===== src/rtl/sha2_pkg.sv =====
// sha2_pkg: shared state encoding, pad byte and SHA-2 block configurations
package sha2_pkg;
  typedef enum logic [2:0] {FILL, PAD, ZERO, LEN, OUT} state_t;
  localparam logic [7:0] SHA2_PAD_BYTE = 8'h80;
  localparam int SHA256_PKT_CNT = 8;
  localparam int SHA256_LEN_W = 64;
  localparam int SHA512_PKT_CNT = 16;
  localparam int SHA512_LEN_W = 128;
endpackage


===== src/rtl/sha2_last_fmt.sv =====
// sha2_last_fmt: keeps the valid bytes of a final packet, appends 0x80, zeroes the rest
module sha2_last_fmt import sha2_pkg::*; #(
  parameter int PKT_W = 64,
  localparam int BW = PKT_W / 8,
  localparam int CW = $clog2(BW) + 1
) (
  input  logic [PKT_W-1:0] pkt,
  input  logic [CW-1:0]    pkt_bytes,
  output logic [PKT_W-1:0] word
);
  always_comb begin
    word = '0;
    for (int i = 0; i < BW; i++)
      word[PKT_W-1-8*i -: 8] = CW'(i) < pkt_bytes ? pkt[PKT_W-1-8*i -: 8] :
                               CW'(i) == pkt_bytes ? SHA2_PAD_BYTE : 8'h00;
  end
endmodule


===== src/rtl/sha2_blk_builder.sv =====
// sha2_blk_builder: packs a packet stream into SHA-2 blocks with automatic padding and length
module sha2_blk_builder import sha2_pkg::*; #(
  parameter int PKT_W = 64,
  parameter int PKT_CNT = SHA256_PKT_CNT,
  parameter int LEN_W = SHA256_LEN_W,
  localparam int LW = LEN_W / PKT_W,
  localparam int BW = PKT_W / 8,
  localparam int IW = $clog2(PKT_CNT),
  localparam int CW = $clog2(BW) + 1
) (
  input  logic                     clk,
  input  logic                     rst,
  input  logic                     clr,
  input  logic [PKT_W-1:0]         pkt,
  input  logic                     pkt_vld,
  input  logic                     pkt_last,
  input  logic [CW-1:0]            pkt_bytes,
  output logic                     pkt_rdy,
  output logic [PKT_W*PKT_CNT-1:0] blk,
  output logic                     blk_vld,
  output logic                     blk_last,
  input  logic                     blk_rdy,
  output logic [IW-1:0]            idx
);
  localparam logic [IW-1:0] LAST_I = IW'(PKT_CNT - 1);
  localparam logic [IW-1:0] LEN_I = IW'(PKT_CNT - LW);
  state_t state, nxt, ret, ret_n, pn;
  logic [PKT_W-1:0] mem [PKT_CNT];
  logic [PKT_W-1:0] fmt, wd;
  logic [LEN_W-1:0] len;
  logic last_r, we, acc, full;
  sha2_last_fmt #(.PKT_W(PKT_W)) u_fmt (.pkt(pkt), .pkt_bytes(pkt_bytes), .word(fmt));
  assign pkt_rdy = state == FILL;
  assign blk_vld = state == OUT;
  assign blk_last = blk_vld & last_r;
  assign acc = pkt_vld & pkt_rdy;
  assign full = idx == LAST_I;
  // after padding: block end forces OUT, otherwise zero-fill (spill included) up to the length slots
  assign pn = full ? OUT : (idx + 1'b1 == LEN_I ? LEN : ZERO);
  for (genvar g = 0; g < PKT_CNT; g++) assign blk[PKT_W*g +: PKT_W] = mem[g];
  always_comb begin
    nxt = state;
    ret_n = ret;
    we = 1'b0;
    wd = '0;
    case (state)
      FILL: if (acc) begin
        we = 1'b1;
        wd = pkt_last ? fmt : pkt;
        ret_n = !pkt_last ? FILL : pkt_bytes == CW'(BW) ? PAD : ZERO;
        nxt = full ? OUT : ret_n == ZERO ? pn : ret_n;
      end
      PAD: begin
        we = 1'b1;
        wd = {SHA2_PAD_BYTE, {(PKT_W-8){1'b0}}};
        ret_n = ZERO;
        nxt = pn;
      end
      ZERO: begin
        we = 1'b1;
        ret_n = ZERO;
        nxt = pn;
      end
      LEN: begin
        we = 1'b1;
        wd = PKT_W'(len >> (PKT_W * (LAST_I - idx)));
        nxt = full ? OUT : LEN;
      end
      OUT: nxt = blk_rdy ? (last_r ? FILL : ret) : OUT;
      default: nxt = FILL;
    endcase
  end
  always_ff @(posedge clk or posedge rst) begin
    if (rst) begin
      state <= FILL;
      ret <= FILL;
      idx <= '0;
      len <= '0;
      last_r <= 1'b0;
      for (int i = 0; i < PKT_CNT; i++) mem[i] <= '0;
    end else if (clr) begin
      state <= FILL;
      ret <= FILL;
      idx <= '0;
      len <= '0;
      last_r <= 1'b0;
      for (int i = 0; i < PKT_CNT; i++) mem[i] <= '0;
    end else begin
      state <= nxt;
      ret <= ret_n;
      if (we) begin
        mem[idx] <= wd;
        idx <= full ? idx : idx + 1'b1;
      end
      if (acc) len <= len + (pkt_last ? LEN_W'({pkt_bytes, 3'b000}) : LEN_W'(PKT_W));
      if (state == LEN && full) last_r <= 1'b1;
      if (state == OUT && blk_rdy) begin
        idx <= '0;
        if (last_r) begin
          len <= '0;
          last_r <= 1'b0;
        end
      end
    end
  end
endmodule

===== config.mk =====
export PLATFORM = sky130hd
export DESIGN_NAME = sha2_blk_builder
export DESIGN_NICKNAME = d
export VERILOG_FILES = /design/src/rtl/sha2_pkg.sv /design/src/rtl/sha2_last_fmt.sv /design/src/rtl/sha2_blk_builder.sv
export SDC_FILE = /design/constraint.sdc
export NUM_CORES = 1
export LEC_CHECK = 0
export CORE_AREA = 4 4 232 234
export DETAILED_ROUTE_END_ITERATION = 10
export DIE_AREA = 0 0 236 238
export PLACE_DENSITY = 0.74
export SYNTH_ARGS = -nofsm -noshare
export SYNTH_HDL_FRONTEND = slang
export SYNTH_SLANG_ARGS = --single-unit

===== constraint.sdc =====
create_clock -name clk -period 24.6 [get_ports clk]
set_input_delay 2.46 -clock clk [delete_from_list [all_inputs] [get_ports clk]]
set_output_delay 2.46 -clock clk [all_outputs]
set_load 0.02 [all_outputs]

==> flow_summary.ini <==
[outcome]
status = complete, no violations

[detailed_routing]
wire_per_inst_um = 25.9
drt-pass1-iter-count = 6
drtIter0Drc = 1973
drtAntennaViolNets = 0
drc = 0
vias = 20100
wl_mm = 88.3
viasPerCell = 5.91

[grt]
grt_pass1_vias = 19900
grtUsageTotal = 0.304
grt_overflow = 0
antenna_found_initial = 17
grt_max_degree = 192
grt_pass1_wl_mm = 131

[place]
placed_area_um2 = 29600
hpwlAfterDp_mm = 60.4
place_congestion = 0.928
port-buffer-count = 591
pre_cts_slack_ns = 18.82

[critical_path]
path_cells = clkdlybuf4s50_1, nor2b_1, inv_1, ha_1, o21a_1, a21o_1, nand4_1, or4_1, a21oi_1
cp_slowest_cell = clkdlybuf4s50_1
reg2reg_to = len[45]$_DFF_PP0_
cp.arrival_ns = 5.80
cp_data_required_time_ns = 25.13
cp-end-kind = flip-flop
worstSetupStartpointType = input pin
crit_type = input pin to flip-flop
r2r-start = state[0]$_DFFE_PP0P_
critPathBufInv = 2
cp-endpoint = len[38]$_DFF_PP0_
cp_slowest_stage_delay_ns = 0.62
worst-path-stages = 9
rrSetupSlack_ns = 21.20
path_max_fanout = 11
rr_worst_depth = 5
cp_top_family = simple AND/OR/NAND/NOR gates
critPathLaunch = pkt_last

[clock_tree]
numCtsBuffers = 58
cts_sinks = 582
cts_resized = 0
path_clk_slew_ns = 0.06
post_cts_buffers = 0
tritoncts = yes
root_buffer = clkbuf_16
clockBufferDepth = 3
htree_levels = 2
hold_buffers = 0
clk_latency_ns = 0.62

[timing]
slew_headroom = 0.0985
layout_min_cycle_time_ns = 5.27
max_slew.worst_pin.slew_ns = 1.35
rsz0062_at_grt = false
hold_viol_final = 0
fmax_mhz = 190
setup_violations = 0
drv_slew = 0
fin_skew_ns = 0.0173
fin_crit_sh = 0.214
finalWorstSetupSlack_ns = 19.33
setup_tns_ns = 0

[yosys]
synth.avg_cell_area_um2 = 10.8
async_reset_ff_frac = 1.00
synth-seq-cells = 582
yosysWarnings = 0
synth.most_common_cell = dfrtp_1
yosys-top-cells-area = dfrtp_1 (63%), a22o_1 (7.1%), o21ai_0 (5.1%)
yosysUniqueCellTypes = 56
synthesis.area_um2 = 23000
synth_top_cell_by_area = dfrtp_1
synth_edf_count = 0
synth_ff_type = dfrtp_1
yosys.area.top_type_share = 0.633
ys_top_cells_by_count = dfrtp_1 (582), nand2_1 (261), nor2_1 (236), o21ai_0 (236), a22o_1 (186)
synth-seq-area-share = 0.633
synthCells = 2135
syn_nets = 2217

[die]
io_pins = 592
die_w_um = 236
initial_core_util = 0.442
num_rows = 84
coreArea_um2 = 52000
die_h_um = 238
dieArea_um2 = 56200

[power]
power.total_mw = 2.10
leakage_nw = 13.4
power.density_nw_per_um2 = 66.6
ir_drop_mv = 0.0552

[run]
cap_violations = 0

[layout]
final_cell_area_um2 = 31500
drive_gt1_frac = 0.0568
fill_cells = 4194
area_delta_synth_final_pct = 36.9
nets = 2747

[worst_hold_path]
hold_class = flip-flop to flip-flop
worst register-to-register path: stages, from the launching register on:
cell     delay (ns)
dfrtp_1        0.51
or4b_4         0.73
nor4_4         0.80
nand4_1        0.57
or4_1          0.56
a21oi_1        0.15
placed cells by master, fill, tap and decap left out, types with 12 or more instances in the layout:
cell type | Yosys | routed
o21ai_0 | 236 | 236
buf_4 | 0 | 32
a211oi_1 | 70 | 70
clkbuf_16 | 0 | 59
nand4_1 | 26 | 26
nand3_1 | 24 | 23
nor2_1 | 236 | 236
nand2_1 | 261 | 261
dfrtp_1 | 582 | 582
a22oi_1 | 34 | 34
xor2_1 | 12 | 12
a21oi_1 | 51 | 48
clkdlybuf4s50_1 | 0 | 590
inv_1 | 20 | 19
nor3_1 | 74 | 73
a22o_1 | 186 | 186
or3_1 | 18 | 18
xnor2_1 | 15 | 15
clkbuf_1 | 132 | 12
or4_1 | 16 | 15
and2_1 | 12 | 12
nor4_1 | 18 | 16
clkbuf_8 | 0 | 13
per-stage QoR:
stage / util / hold WS [ns] / cells
floorplan: - / 0.506 / 2135
global placement: 0.569 / 0.460 / 3293
global route: 0.606 / 0.500 / 3404
detailed placement: 0.569 / 0.469 / 3293
finish: 0.606 / 0.478 / 3404
CTS: 0.606 / 0.482 / 3398
flip-flops by register name, indices dropped and copies added (netlist names):
signal	cells
blk	512
idx	3
last_r	1
len	61
ret	2
state	3
cells by family (layout without fill, tap and decap cells):
logic type / Yosys count / count (layout) / synth area share
other: 0 / 6 / 0
adders and majority gates: 8 / 8 / 0.00467
AOI/OAI and AO/OA: 616 / 616 / 0.180
DFF: 582 / 582 / 0.633
buffers and inverters: 174 / 749 / 0.0295
xor gates and xnor gates: 27 / 27 / 0.0103
muxes: 4 / 4 / 0.00174
and+or+nand+nor: 724 / 724 / 0.141
per-layer routing:
layer / share of wire / vias up / wire length [µm] / track usage
met5: 0.0019 / - / 168 / 0
met4: 0.039 / 22 / 3450 / 0.107
met3: 0.099 / 219 / 8730 / 0.0922
met2: 0.47 / 1067 / 41600 / 0.492
met1: 0.39 / 10100 / 34400 / 0.394
li1: - / 8676 / - / -
area by class of cell:
type	instances	area, µm²	share of cell area
antenna	6	15.0	0.000476
clock buffer	84	1700	0.0539
clock inverter	21	228	0.00722
inverter	20	82.6	0.00262
multi-input combinational	1379	7890	0.250
sequential	582	14600	0.462
tap	688	861	0.0273
timing repair buffer	624	6180	0.196
how the worst min path moves through the flow:
stage | start | endpoint | slack, ns | cells after the start
CTS | blk[120]$_DFFE_PP0P_ | blk[120]$_DFFE_PP0P_ | 0.48 | 2
global route | blk[274]$_DFFE_PP0P_ | blk[274]$_DFFE_PP0P_ | 0.50 | 2
global placement | blk[418]$_DFFE_PP0P_ | blk[418]$_DFFE_PP0P_ | 0.46 | 2
detailed placement | blk[256]$_DFFE_PP0P_ | blk[256]$_DFFE_PP0P_ | 0.47 | 2
finish | blk[377]$_DFFE_PP0P_ | blk[377]$_DFFE_PP0P_ | 0.48 | 2
floorplan | ret[0]$_DFFE_PP0P_ | ret[0]$_DFFE_PP0P_ | 0.51 | 2
report_power, final:
| group | internal (mW) | switching [mW] |
|---|---|---|
| Clock | 0.521 | 0.383 |
| Combinational | 0.0622 | 0.143 |
| Sequential | 0.975 | 0.0142 |
(Power assumes the default switching activity.)
